### src/rtl/alt_mem_ddrx_itf_master_if.sv
// Signal bundle between the local-side initiator and its neighbours: user request,
// write-data and read-return channels plus the controller's native itf_* channels.
interface alt_mem_ddrx_itf_master_if #(
    parameter int CFG_LOCAL_DATA_WIDTH = 64,
    parameter int CFG_LOCAL_ID_WIDTH   = 8,
    parameter int CFG_LOCAL_ADDR_WIDTH = 33,
    parameter int CFG_LOCAL_SIZE_WIDTH = 3
);
    localparam int BE_W = CFG_LOCAL_DATA_WIDTH / 8;

    logic                            usr_req_valid;
    logic                            usr_req_ready;
    logic                            usr_req_write;
    logic [CFG_LOCAL_ADDR_WIDTH-1:0] usr_req_addr;
    logic [CFG_LOCAL_SIZE_WIDTH-1:0] usr_req_size;

    logic                            usr_wdata_valid;
    logic                            usr_wdata_ready;
    logic [CFG_LOCAL_DATA_WIDTH-1:0] usr_wdata;
    logic [BE_W-1:0]                 usr_wdata_be;

    logic                            itf_cmd_valid;
    logic                            itf_cmd_ready;
    logic                            itf_cmd;
    logic [CFG_LOCAL_ADDR_WIDTH-1:0] itf_cmd_address;
    logic [CFG_LOCAL_SIZE_WIDTH-1:0] itf_cmd_burstlen;
    logic [CFG_LOCAL_ID_WIDTH-1:0]   itf_cmd_id;
    logic                            itf_cmd_priority;
    logic                            itf_cmd_autopercharge;
    logic                            itf_cmd_multicast;

    logic                            itf_wr_data_valid;
    logic                            itf_wr_data_ready;
    logic [CFG_LOCAL_DATA_WIDTH-1:0] itf_wr_data;
    logic [BE_W-1:0]                 itf_wr_data_byte_en;
    logic                            itf_wr_data_begin;
    logic                            itf_wr_data_last;
    logic [CFG_LOCAL_ID_WIDTH-1:0]   itf_wr_data_id;

    logic                            itf_rd_data_ready;
    logic                            itf_rd_data_valid;
    logic                            itf_rd_data_error;
    logic                            itf_rd_data_begin;
    logic                            itf_rd_data_last;
    logic [CFG_LOCAL_DATA_WIDTH-1:0] itf_rd_data;
    logic [CFG_LOCAL_ID_WIDTH-1:0]   itf_rd_data_id;

    logic                            usr_rdata_valid;
    logic                            usr_rdata_error;
    logic                            usr_rdata_last;
    logic [CFG_LOCAL_DATA_WIDTH-1:0] usr_rdata;
    logic [CFG_LOCAL_ID_WIDTH-1:0]   usr_rdata_id;

    modport master (
        input  usr_req_valid, usr_req_write, usr_req_addr, usr_req_size,
        output usr_req_ready,
        input  usr_wdata_valid, usr_wdata, usr_wdata_be,
        output usr_wdata_ready,
        output itf_cmd_valid, itf_cmd, itf_cmd_address, itf_cmd_burstlen, itf_cmd_id,
        output itf_cmd_priority, itf_cmd_autopercharge, itf_cmd_multicast,
        input  itf_cmd_ready,
        output itf_wr_data_valid, itf_wr_data, itf_wr_data_byte_en,
        output itf_wr_data_begin, itf_wr_data_last, itf_wr_data_id,
        input  itf_wr_data_ready,
        output itf_rd_data_ready,
        input  itf_rd_data_valid, itf_rd_data_error, itf_rd_data_begin, itf_rd_data_last,
        input  itf_rd_data, itf_rd_data_id,
        output usr_rdata_valid, usr_rdata_error, usr_rdata_last, usr_rdata, usr_rdata_id
    );

    modport slave (
        output usr_req_valid, usr_req_write, usr_req_addr, usr_req_size,
        input  usr_req_ready,
        output usr_wdata_valid, usr_wdata, usr_wdata_be,
        input  usr_wdata_ready,
        input  itf_cmd_valid, itf_cmd, itf_cmd_address, itf_cmd_burstlen, itf_cmd_id,
        input  itf_cmd_priority, itf_cmd_autopercharge, itf_cmd_multicast,
        output itf_cmd_ready,
        input  itf_wr_data_valid, itf_wr_data, itf_wr_data_byte_en,
        input  itf_wr_data_begin, itf_wr_data_last, itf_wr_data_id,
        output itf_wr_data_ready,
        input  itf_rd_data_ready,
        output itf_rd_data_valid, itf_rd_data_error, itf_rd_data_begin, itf_rd_data_last,
        output itf_rd_data, itf_rd_data_id,
        input  usr_rdata_valid, usr_rdata_error, usr_rdata_last, usr_rdata, usr_rdata_id
    );
endinterface

### src/rtl/alt_mem_ddrx_itf_master.sv
// Local-side initiator: turns simple user read/write requests into itf_* commands and
// write bursts, tracks outstanding reads and forwards read beats back to the user.
module alt_mem_ddrx_itf_master #(
    parameter int CFG_LOCAL_DATA_WIDTH   = 64,
    parameter int CFG_LOCAL_ID_WIDTH     = 8,
    parameter int CFG_LOCAL_ADDR_WIDTH   = 33,
    parameter int CFG_LOCAL_SIZE_WIDTH   = 3,
    parameter int CFG_MAX_RD_OUTSTANDING = 8
) (
    input  logic                      ctl_clk,
    input  logic                      ctl_reset,
    input  logic                      local_init_done,
    alt_mem_ddrx_itf_master_if.master bus,
    output logic [7:0]                rd_outstanding,
    output logic                      proto_err
);
    localparam int DW   = CFG_LOCAL_DATA_WIDTH;
    localparam int IW   = CFG_LOCAL_ID_WIDTH;
    localparam int AW   = CFG_LOCAL_ADDR_WIDTH;
    localparam int SW   = CFG_LOCAL_SIZE_WIDTH;
    localparam int BE_W = DW / 8;

    localparam logic [SW-1:0] ONE_BEAT = SW'(1);
    localparam logic [IW-1:0] ID_STEP  = IW'(1);
    localparam logic [7:0]    RD_STEP  = 8'd1;
    localparam logic [8:0]    MAX_RD   = 9'(CFG_MAX_RD_OUTSTANDING);

    typedef enum logic [1:0] {IDLE, CMD, WDATA} state_t;

    state_t          state_q, state_d;
    logic            active_q;
    logic            cmd_write_q;
    logic [AW-1:0]   cmd_addr_q;
    logic [SW-1:0]   cmd_size_q;
    logic [IW-1:0]   cmd_id_q;
    logic [IW-1:0]   id_cnt_q;
    logic [SW-1:0]   beat_cnt_q;
    logic            first_beat_q;
    logic [7:0]      rd_cnt_q;
    logic            proto_err_q;
    logic            rd_burst_q;
    logic            rdata_vld_q;
    logic [DW-1:0]   rdata_q;
    logic [IW-1:0]   rdata_id_q;
    logic            rdata_err_q;
    logic            rdata_last_q;

    logic req_ready, req_acc, size_zero, cmd_hs, in_wdata, wr_xfer, wr_last;
    logic rd_beat, rd_inc, rd_dec, rd_viol;

    // active_q holds off all handshakes until the first clock edge after reset release
    assign req_ready = active_q && (state_q == IDLE) && local_init_done &&
                       (bus.usr_req_write || ({1'b0, rd_cnt_q} < MAX_RD));
    assign req_acc   = bus.usr_req_valid && req_ready;
    assign size_zero = (bus.usr_req_size == '0);
    assign cmd_hs    = (state_q == CMD) && bus.itf_cmd_ready;
    assign in_wdata  = (state_q == WDATA);
    assign wr_last   = (beat_cnt_q == ONE_BEAT);
    assign wr_xfer   = in_wdata && bus.usr_wdata_valid && bus.itf_wr_data_ready;

    assign rd_beat = active_q && bus.itf_rd_data_valid;
    assign rd_inc  = cmd_hs && !cmd_write_q;
    assign rd_dec  = rd_beat && bus.itf_rd_data_last && (rd_cnt_q != '0);
    assign rd_viol = rd_beat && ((rd_cnt_q == '0) ||
                                 ( bus.itf_rd_data_begin &&  rd_burst_q) ||
                                 (!bus.itf_rd_data_begin && !rd_burst_q));

    always_comb begin
        state_d = state_q;
        case (state_q)
            IDLE:    if (req_acc && !size_zero) state_d = CMD;
            CMD:     if (cmd_hs) state_d = cmd_write_q ? WDATA : IDLE;
            WDATA:   if (wr_xfer && wr_last) state_d = IDLE;
            default: state_d = IDLE;
        endcase
    end

    always_ff @(posedge ctl_clk or posedge ctl_reset) begin
        if (ctl_reset) begin
            state_q <= IDLE;
        end else begin
            state_q <= state_d;
        end
    end

    always_ff @(posedge ctl_clk or posedge ctl_reset) begin
        if (ctl_reset) begin
            active_q     <= 1'b0;
            cmd_write_q  <= 1'b0;
            cmd_addr_q   <= '0;
            cmd_size_q   <= '0;
            cmd_id_q     <= '0;
            id_cnt_q     <= '0;
            beat_cnt_q   <= '0;
            first_beat_q <= 1'b0;
            rd_cnt_q     <= '0;
            proto_err_q  <= 1'b0;
            rd_burst_q   <= 1'b0;
        end else begin
            active_q <= 1'b1;
            if (req_acc && !size_zero) begin
                cmd_write_q <= bus.usr_req_write;
                cmd_addr_q  <= bus.usr_req_addr;
                cmd_size_q  <= bus.usr_req_size;
                cmd_id_q    <= id_cnt_q;
                id_cnt_q    <= id_cnt_q + ID_STEP;
            end
            if (cmd_hs && cmd_write_q) begin
                beat_cnt_q   <= cmd_size_q;
                first_beat_q <= 1'b1;
            end else if (wr_xfer) begin
                beat_cnt_q   <= beat_cnt_q - ONE_BEAT;
                first_beat_q <= 1'b0;
            end
            // a command launch and a closing read beat in the same cycle cancel out
            case ({rd_inc, rd_dec})
                2'b10:   rd_cnt_q <= rd_cnt_q + RD_STEP;
                2'b01:   rd_cnt_q <= rd_cnt_q - RD_STEP;
                default: rd_cnt_q <= rd_cnt_q;
            endcase
            if (rd_beat) rd_burst_q <= !bus.itf_rd_data_last;
            if (rd_viol || (req_acc && size_zero)) proto_err_q <= 1'b1;
        end
    end

    always_ff @(posedge ctl_clk or posedge ctl_reset) begin
        if (ctl_reset) begin
            rdata_vld_q  <= 1'b0;
            rdata_q      <= '0;
            rdata_id_q   <= '0;
            rdata_err_q  <= 1'b0;
            rdata_last_q <= 1'b0;
        end else begin
            rdata_vld_q <= rd_beat;
            if (rd_beat) begin
                rdata_q      <= bus.itf_rd_data;
                rdata_id_q   <= bus.itf_rd_data_id;
                rdata_err_q  <= bus.itf_rd_data_error;
                rdata_last_q <= bus.itf_rd_data_last;
            end
        end
    end

    assign bus.usr_req_ready         = req_ready;
    assign bus.itf_cmd_valid         = (state_q == CMD);
    assign bus.itf_cmd               = cmd_write_q;
    assign bus.itf_cmd_address       = cmd_addr_q;
    assign bus.itf_cmd_burstlen      = cmd_size_q;
    assign bus.itf_cmd_id            = cmd_id_q;
    assign bus.itf_cmd_priority      = 1'b0;
    assign bus.itf_cmd_autopercharge = 1'b0;
    assign bus.itf_cmd_multicast     = 1'b0;

    // write channel is a combinational pass-through while a burst is owned
    assign bus.usr_wdata_ready     = in_wdata && bus.itf_wr_data_ready;
    assign bus.itf_wr_data_valid   = in_wdata && bus.usr_wdata_valid;
    assign bus.itf_wr_data         = in_wdata ? bus.usr_wdata : '0;
    assign bus.itf_wr_data_byte_en = in_wdata ? bus.usr_wdata_be : {BE_W{1'b0}};
    assign bus.itf_wr_data_begin   = in_wdata && first_beat_q;
    assign bus.itf_wr_data_last    = in_wdata && wr_last;
    assign bus.itf_wr_data_id      = in_wdata ? cmd_id_q : '0;

    assign bus.itf_rd_data_ready = active_q;
    assign bus.usr_rdata_valid   = rdata_vld_q;
    assign bus.usr_rdata         = rdata_q;
    assign bus.usr_rdata_id      = rdata_id_q;
    assign bus.usr_rdata_error   = rdata_err_q;
    assign bus.usr_rdata_last    = rdata_last_q;

    assign rd_outstanding = rd_cnt_q;
    assign proto_err      = proto_err_q;
endmodule

### src/flat_wrapper.sv
// flat-port wrapper written by rule: the top's interface ports become plain ports
module alt_mem_ddrx_itf_master_flat 
#(
    parameter int CFG_LOCAL_DATA_WIDTH   = 64,
    parameter int CFG_LOCAL_ID_WIDTH     = 8,
    parameter int CFG_LOCAL_ADDR_WIDTH   = 33,
    parameter int CFG_LOCAL_SIZE_WIDTH   = 3,
    parameter int CFG_MAX_RD_OUTSTANDING = 8
)
  (ctl_clk, ctl_reset, local_init_done, rd_outstanding, proto_err, bus_usr_req_valid, bus_usr_req_write, bus_usr_req_addr, bus_usr_req_size, bus_usr_req_ready, bus_usr_wdata_valid, bus_usr_wdata, bus_usr_wdata_be, bus_usr_wdata_ready, bus_itf_cmd_valid, bus_itf_cmd, bus_itf_cmd_address, bus_itf_cmd_burstlen, bus_itf_cmd_id, bus_itf_cmd_priority, bus_itf_cmd_autopercharge, bus_itf_cmd_multicast, bus_itf_cmd_ready, bus_itf_wr_data_valid, bus_itf_wr_data, bus_itf_wr_data_byte_en, bus_itf_wr_data_begin, bus_itf_wr_data_last, bus_itf_wr_data_id, bus_itf_wr_data_ready, bus_itf_rd_data_ready, bus_itf_rd_data_valid, bus_itf_rd_data_error, bus_itf_rd_data_begin, bus_itf_rd_data_last, bus_itf_rd_data, bus_itf_rd_data_id, bus_usr_rdata_valid, bus_usr_rdata_error, bus_usr_rdata_last, bus_usr_rdata, bus_usr_rdata_id);
  alt_mem_ddrx_itf_master_if #(.CFG_LOCAL_DATA_WIDTH(CFG_LOCAL_DATA_WIDTH), .CFG_LOCAL_ID_WIDTH(CFG_LOCAL_ID_WIDTH), .CFG_LOCAL_ADDR_WIDTH(CFG_LOCAL_ADDR_WIDTH), .CFG_LOCAL_SIZE_WIDTH(CFG_LOCAL_SIZE_WIDTH)) bus_i ();
  input  logic ctl_clk;
  input  logic ctl_reset;
  input  logic local_init_done;
  output logic [7:0] rd_outstanding;
  output logic proto_err;
  input wire logic [$bits(bus_i.usr_req_valid)-1:0] bus_usr_req_valid;
  input wire logic [$bits(bus_i.usr_req_write)-1:0] bus_usr_req_write;
  input wire logic [$bits(bus_i.usr_req_addr)-1:0] bus_usr_req_addr;
  input wire logic [$bits(bus_i.usr_req_size)-1:0] bus_usr_req_size;
  output wire logic [$bits(bus_i.usr_req_ready)-1:0] bus_usr_req_ready;
  input wire logic [$bits(bus_i.usr_wdata_valid)-1:0] bus_usr_wdata_valid;
  input wire logic [$bits(bus_i.usr_wdata)-1:0] bus_usr_wdata;
  input wire logic [$bits(bus_i.usr_wdata_be)-1:0] bus_usr_wdata_be;
  output wire logic [$bits(bus_i.usr_wdata_ready)-1:0] bus_usr_wdata_ready;
  output wire logic [$bits(bus_i.itf_cmd_valid)-1:0] bus_itf_cmd_valid;
  output wire logic [$bits(bus_i.itf_cmd)-1:0] bus_itf_cmd;
  output wire logic [$bits(bus_i.itf_cmd_address)-1:0] bus_itf_cmd_address;
  output wire logic [$bits(bus_i.itf_cmd_burstlen)-1:0] bus_itf_cmd_burstlen;
  output wire logic [$bits(bus_i.itf_cmd_id)-1:0] bus_itf_cmd_id;
  output wire logic [$bits(bus_i.itf_cmd_priority)-1:0] bus_itf_cmd_priority;
  output wire logic [$bits(bus_i.itf_cmd_autopercharge)-1:0] bus_itf_cmd_autopercharge;
  output wire logic [$bits(bus_i.itf_cmd_multicast)-1:0] bus_itf_cmd_multicast;
  input wire logic [$bits(bus_i.itf_cmd_ready)-1:0] bus_itf_cmd_ready;
  output wire logic [$bits(bus_i.itf_wr_data_valid)-1:0] bus_itf_wr_data_valid;
  output wire logic [$bits(bus_i.itf_wr_data)-1:0] bus_itf_wr_data;
  output wire logic [$bits(bus_i.itf_wr_data_byte_en)-1:0] bus_itf_wr_data_byte_en;
  output wire logic [$bits(bus_i.itf_wr_data_begin)-1:0] bus_itf_wr_data_begin;
  output wire logic [$bits(bus_i.itf_wr_data_last)-1:0] bus_itf_wr_data_last;
  output wire logic [$bits(bus_i.itf_wr_data_id)-1:0] bus_itf_wr_data_id;
  input wire logic [$bits(bus_i.itf_wr_data_ready)-1:0] bus_itf_wr_data_ready;
  output wire logic [$bits(bus_i.itf_rd_data_ready)-1:0] bus_itf_rd_data_ready;
  input wire logic [$bits(bus_i.itf_rd_data_valid)-1:0] bus_itf_rd_data_valid;
  input wire logic [$bits(bus_i.itf_rd_data_error)-1:0] bus_itf_rd_data_error;
  input wire logic [$bits(bus_i.itf_rd_data_begin)-1:0] bus_itf_rd_data_begin;
  input wire logic [$bits(bus_i.itf_rd_data_last)-1:0] bus_itf_rd_data_last;
  input wire logic [$bits(bus_i.itf_rd_data)-1:0] bus_itf_rd_data;
  input wire logic [$bits(bus_i.itf_rd_data_id)-1:0] bus_itf_rd_data_id;
  output wire logic [$bits(bus_i.usr_rdata_valid)-1:0] bus_usr_rdata_valid;
  output wire logic [$bits(bus_i.usr_rdata_error)-1:0] bus_usr_rdata_error;
  output wire logic [$bits(bus_i.usr_rdata_last)-1:0] bus_usr_rdata_last;
  output wire logic [$bits(bus_i.usr_rdata)-1:0] bus_usr_rdata;
  output wire logic [$bits(bus_i.usr_rdata_id)-1:0] bus_usr_rdata_id;
  assign bus_i.usr_req_valid = bus_usr_req_valid;
  assign bus_i.usr_req_write = bus_usr_req_write;
  assign bus_i.usr_req_addr = bus_usr_req_addr;
  assign bus_i.usr_req_size = bus_usr_req_size;
  assign bus_usr_req_ready = bus_i.usr_req_ready;
  assign bus_i.usr_wdata_valid = bus_usr_wdata_valid;
  assign bus_i.usr_wdata = bus_usr_wdata;
  assign bus_i.usr_wdata_be = bus_usr_wdata_be;
  assign bus_usr_wdata_ready = bus_i.usr_wdata_ready;
  assign bus_itf_cmd_valid = bus_i.itf_cmd_valid;
  assign bus_itf_cmd = bus_i.itf_cmd;
  assign bus_itf_cmd_address = bus_i.itf_cmd_address;
  assign bus_itf_cmd_burstlen = bus_i.itf_cmd_burstlen;
  assign bus_itf_cmd_id = bus_i.itf_cmd_id;
  assign bus_itf_cmd_priority = bus_i.itf_cmd_priority;
  assign bus_itf_cmd_autopercharge = bus_i.itf_cmd_autopercharge;
  assign bus_itf_cmd_multicast = bus_i.itf_cmd_multicast;
  assign bus_i.itf_cmd_ready = bus_itf_cmd_ready;
  assign bus_itf_wr_data_valid = bus_i.itf_wr_data_valid;
  assign bus_itf_wr_data = bus_i.itf_wr_data;
  assign bus_itf_wr_data_byte_en = bus_i.itf_wr_data_byte_en;
  assign bus_itf_wr_data_begin = bus_i.itf_wr_data_begin;
  assign bus_itf_wr_data_last = bus_i.itf_wr_data_last;
  assign bus_itf_wr_data_id = bus_i.itf_wr_data_id;
  assign bus_i.itf_wr_data_ready = bus_itf_wr_data_ready;
  assign bus_itf_rd_data_ready = bus_i.itf_rd_data_ready;
  assign bus_i.itf_rd_data_valid = bus_itf_rd_data_valid;
  assign bus_i.itf_rd_data_error = bus_itf_rd_data_error;
  assign bus_i.itf_rd_data_begin = bus_itf_rd_data_begin;
  assign bus_i.itf_rd_data_last = bus_itf_rd_data_last;
  assign bus_i.itf_rd_data = bus_itf_rd_data;
  assign bus_i.itf_rd_data_id = bus_itf_rd_data_id;
  assign bus_usr_rdata_valid = bus_i.usr_rdata_valid;
  assign bus_usr_rdata_error = bus_i.usr_rdata_error;
  assign bus_usr_rdata_last = bus_i.usr_rdata_last;
  assign bus_usr_rdata = bus_i.usr_rdata;
  assign bus_usr_rdata_id = bus_i.usr_rdata_id;
  alt_mem_ddrx_itf_master #(.CFG_LOCAL_DATA_WIDTH(CFG_LOCAL_DATA_WIDTH), .CFG_LOCAL_ID_WIDTH(CFG_LOCAL_ID_WIDTH), .CFG_LOCAL_ADDR_WIDTH(CFG_LOCAL_ADDR_WIDTH), .CFG_LOCAL_SIZE_WIDTH(CFG_LOCAL_SIZE_WIDTH), .CFG_MAX_RD_OUTSTANDING(CFG_MAX_RD_OUTSTANDING)) u_core (.ctl_clk(ctl_clk), .ctl_reset(ctl_reset), .local_init_done(local_init_done), .bus(bus_i), .rd_outstanding(rd_outstanding), .proto_err(proto_err));
endmodule
### config.mk
export PLATFORM = sky130hd
export DESIGN_NAME = alt_mem_ddrx_itf_master_flat
export DESIGN_NICKNAME = d
export VERILOG_FILES = /design/src/rtl/alt_mem_ddrx_itf_master_if.sv /design/src/rtl/alt_mem_ddrx_itf_master.sv /design/src/flat_wrapper.sv
export SDC_FILE = /design/constraint.sdc
export NUM_CORES = 1
export LEC_CHECK = 0
export CAP_MARGIN = 20
export CORE_AREA = 5 5 156 158
export CTS_CLUSTER_DIAMETER = 100
export DETAILED_ROUTE_END_ITERATION = 6
export DIE_AREA = 0 0 161 163
export PLACE_DENSITY = 0.66
export SLEW_MARGIN = 20
export SYNTH_ARGS = -nofsm -noshare
export SYNTH_HDL_FRONTEND = slang
export SYNTH_SLANG_ARGS = --single-unit
### constraint.sdc
create_clock -name ctl_clk -period 5.5 [get_ports ctl_clk]
set_input_delay 0.55 -clock ctl_clk [delete_from_list [all_inputs] [get_ports ctl_clk]]
set_output_delay 0.55 -clock ctl_clk [all_outputs]
set_load 0.03 [all_outputs]
==> run summary <==
The floorplan die area is between 0.02 and 0.03 mm². Dividing the detail-routed wire length by the instance count gives around 18 µm. The proportion of register bits with asynchronous set or reset after synthesis is 100%. The final hold slack is between 0.4 and 0.5 ns.

The post-synthesis instance area came out at 0.00655 mm². The global-route wire length before repair came out at around 35 mm. In this run, synthesis produced a sequential element count of 145.

The buffer levels on the longest clock path came out at 2. From synthesis to final layout, the design area changed by 75.6%. The number of DRC markers in iteration 0 came out at ~200. For the final routed database, the setup TNS stands at 0 ns.

The critical setup path kind is reg2out. The register area share after synthesis is 55.4%. The number of max-slew violations in the final report is 0.

The effective utilization at floorplan is ~28%. The endpoint of the worst hold path is u_core.bus.itf_cmd_address[3]. The biggest fanout along the worst timing path is 46. The upper clock frequency limit is ~300 MHz. The required time of the worst setup path came out at between 4 and 5 ns. The count of H-tree levels built during CTS came out at 4. VDD sags by at most around 0.0002 V. The tightest min-delay check is of the reg2reg type. The standby leakage power came out at 0.00492 µW. The hold violation count in the final report came out at 0. Entering global routing, the biggest net connects 78 pins.

The first-pass iteration count of the detailed router is 4. The routability congestion estimate from global placement came out at approximately 0.8. The period utilization is 60.7%. Post-CTS timing repair inserted 0 buffers for setup. The worst hold path was traced through 2 stages. The total number of vias came out at approximately 5900. The initial antenna violation count came to 3. The via count of the first global-routing pass is about 6000. The clock arrives with between 0.01 and 0.015 ns of skew. The clock slew seen by the registers of the worst setup and hold paths is ~0.070 ns.

The final design area excluding fillers came out at approximately 0.011 mm². At the pin with the least slew margin, the transition time is 1.02 ns. Clock tree synthesis inserted a total of 17 buffers. The mean instance size in the synthesized netlist came out at between 10 and 15 µm². The endpoint identified for the worst register-to-register timing path is u_core.rd_outstanding[6].

The headroom to the max-slew limit is 32.2%. The top-level port count came out at 411. For the worst setup path, the data arrival time is 2.79 ns. The post-route netlist has a little under an eighth of its cells at a drive strength greater than 1. The power per cell area came out at 426 mW/mm². The final period demand of the worst path came out at approximately 3.3 ns. The depth of the worst register-to-register path is 11. The count of hold-fix buffers inserted at cts came out at 0. The run finished with clean final reports. The slack of the worst reg-to-reg path came out at between 2 and 2.5 ns. STA classifies the critical path startpoint as a flop.

After technology mapping, the gate count stands at around 610. Setup violations remaining at the end of the flow were counted as 0. The clock tree root buffer cell is sky130_fd_sc_hd__clkbuf_16. The wire length reported by the detailed router came out at 23.5 mm. The endpoint type of the worst setup path is an output port.

The quantity of I/O buffers inserted on ports came out at ~410. The tree built by TritonCTS fans out to ~150 sinks. The placeable core region came out at 0.0230 mm². The startpoint identified for the worst hold timing path is u_core.bus.itf_cmd_address[3]. The placement-stage cell area is 0.0109 mm².

For this run, the leading register cell type out of synthesis is sky130_fd_sc_hd__dfrtp_1. The total congestion overflow after global routing is 0. The CTS tree is done.

The max-cap check violation count came out at 0. For this run, the post-layout net count is 1200. The final routed DRC violation total came out at 0. From bottom edge to top edge, the die measures 163 µm. The half-perimeter wire length after detailed placement came out at approximately 18 mm. The total routing usage reported by global routing came out at roughly 17%. The count of cell types in the netlist came out at 47.

The floorplan has 56 rows. The source-to-sink clock delay at the later pin of the worst-skew pair came out at between 0.4 and 0.5 ns. Cells fill about half of the core in the end. The detail route stage leaves a number of antenna-violating nets equal to 0. The number of flops mapped to enable cells by yosys is 0. After detailed routing, the number of vias per cell comes to between 4 and 5. Setup repair after global routing left no endpoint under its margin. The horizontal die dimension is 161 µm. The number of instances resized during post-cts repair is 0.

The startpoint identified for the worst register-to-register timing path is u_core.rd_outstanding[4]. The warning count from the yosys run is 0.
==> worst max-delay path by stage <==
| stage | from | to | slack, ns | depth (start not counted) |
|---|---|---|---|---|
| 2_1_floorplan | ctl_reset | u_core.beat_cnt_q[0] | 1.06 | 1 |
| 3_3_place_gp | bus_itf_rd_data_valid | u_core.rd_outstanding[6] | 2.19 | 12 |
| 3_5_place_dp | bus_itf_rd_data_valid | u_core.rd_outstanding[6] | 2.09 | 12 |
| 4_1_cts | u_core.state_q[0] | bus_itf_wr_data[31] | 2.07 | 4 |
| 5_1_grt | u_core.state_q[1] | bus_itf_wr_data[31] | 1.92 | 4 |
| 6_report | u_core.state_q[0] | bus_itf_wr_data[31] | 2.16 | 4 |
==> power breakdown <==
part / total (µW) / leakage, µW / internal [µW] / switching (µW)
registers: 1570 / 0.00176 / 1340 / 231
clock network: 1190 / 0.000290 / 662 / 530
logic: 2130 / 0.00287 / 947 / 1190
==> sequential cells by signal, indices dropped and copies added, names as in the netlist <==
register and flops:
u_core.beat_cnt_q 3, u_core.bus.itf_cmd 1, u_core.bus.itf_cmd_address 33, u_core.bus.itf_cmd_burstlen 3, u_core.bus.itf_cmd_id 8, u_core.bus.itf_rd_data_ready 1, u_core.bus.usr_rdata 64, u_core.bus.usr_rdata_error 1
u_core.bus.usr_rdata_id 8, u_core.bus.usr_rdata_last 1, u_core.bus.usr_rdata_valid 1, u_core.first_beat_q 1, u_core.id_cnt_q 8, u_core.proto_err 1, u_core.rd_burst_q 1, u_core.rd_outstanding 8
u_core.state_q 2
==> worst max-delay path, stage by stage (launching register included) <==
cell	delay (ns)
sky130_fd_sc_hd__dfrtp_1	0.43
sky130_fd_sc_hd__nor2b_4	0.63
sky130_fd_sc_hd__buf_4	0.41
sky130_fd_sc_hd__and2_1	0.17
sky130_fd_sc_hd__clkdlybuf4s50_1	0.72
==> per-stage QoR <==
stage,total power (µW),setup WS (ns),instances
finish,4900,2.16,1306
global route,5160,1.92,1306
CTS,4970,2.07,1304
detailed placement,3740,2.09,1272
global placement,3730,2.19,1272
floorplan,2740,1.06,610
==> logic make-up after synthesis <==
group,count (synthesis),synth area share [%]
AND/OR/NAND/NOR,281,21.4
XOR/XNOR,18,2.41
buffers and inverters,46,2.94
multiplexers,76,13.1
other,2,0.115
flip-flops,145,55.4
adder cells (fa/ha/maj),6,1.15
AO/OA/AOI/OAI,34,3.52
==> cell type report <==
type	instances	area, µm²
multi-input cells	419	2750
diodes	1	2.50
repair buffers	412	4120
inverters	7	31.3
clock inverters	14	156
fillers	2100	11500
clock buffers	18	439
well taps	290	363
flip-flops and latches	145	3630
==> synthesized netlist by cell type (3+ instances only) <==
cell type	n	share of area [%]
sky130_fd_sc_hd__dfrtp_1	145	55
sky130_fd_sc_hd__nand2_1	145	8.3
sky130_fd_sc_hd__and2_1	85	8.1
sky130_fd_sc_hd__mux2_2	76	13
sky130_fd_sc_hd__clkbuf_1	20	1.1
sky130_fd_sc_hd__xnor2_1	13	1.7
sky130_fd_sc_hd__buf_1	9	0.52
sky130_fd_sc_hd__nor2_1	8	0.46
sky130_fd_sc_hd__o21ai_0	8	0.61
sky130_fd_sc_hd__and3_1	7	0.67
sky130_fd_sc_hd__buf_2	7	0.54
sky130_fd_sc_hd__inv_1	7	0.40
sky130_fd_sc_hd__nand4_1	7	0.67
sky130_fd_sc_hd__ha_1	6	1.1
sky130_fd_sc_hd__a21oi_1	5	0.38
sky130_fd_sc_hd__nand3_1	5	0.38
sky130_fd_sc_hd__xor2_1	5	0.67
sky130_fd_sc_hd__nor2b_1	4	0.38
sky130_fd_sc_hd__a31oi_1	3	0.29
sky130_fd_sc_hd__a41oi_1	3	0.40
sky130_fd_sc_hd__buf_4	3	0.34
sky130_fd_sc_hd__nor3_1	3	0.23
==> routing by layer <==
metal | track usage [%] | part of all wire (%)
met2 | 32.3 | 54
met4 | 4.65 | 1.3
met5 | 0 | 0.055
met3 | 7.87 | 10
met1 | 18.0 | 35
==> cell usage in the layout, fill, tap and decap left out, types with 5 or more instances in the layout <==
cell                              count
sky130_fd_sc_hd__dfrtp_1            145
sky130_fd_sc_hd__and2_1              85
sky130_fd_sc_hd__a21oi_1              5
sky130_fd_sc_hd__clkdlybuf4s50_1    407
sky130_fd_sc_hd__ha_1                 6
sky130_fd_sc_hd__nor2_1               8
sky130_fd_sc_hd__mux2_2              76
sky130_fd_sc_hd__inv_1                6
sky130_fd_sc_hd__xnor2_1             13
sky130_fd_sc_hd__nand3_1              5
sky130_fd_sc_hd__inv_8                6
sky130_fd_sc_hd__clkbuf_16           17
sky130_fd_sc_hd__o21ai_0              8
sky130_fd_sc_hd__xor2_1               5
sky130_fd_sc_hd__nand4_1              7
sky130_fd_sc_hd__nand2_1            143
sky130_fd_sc_hd__inv_6                6
sky130_fd_sc_hd__and3_1               7
Power figures use the tool's default switching activity.
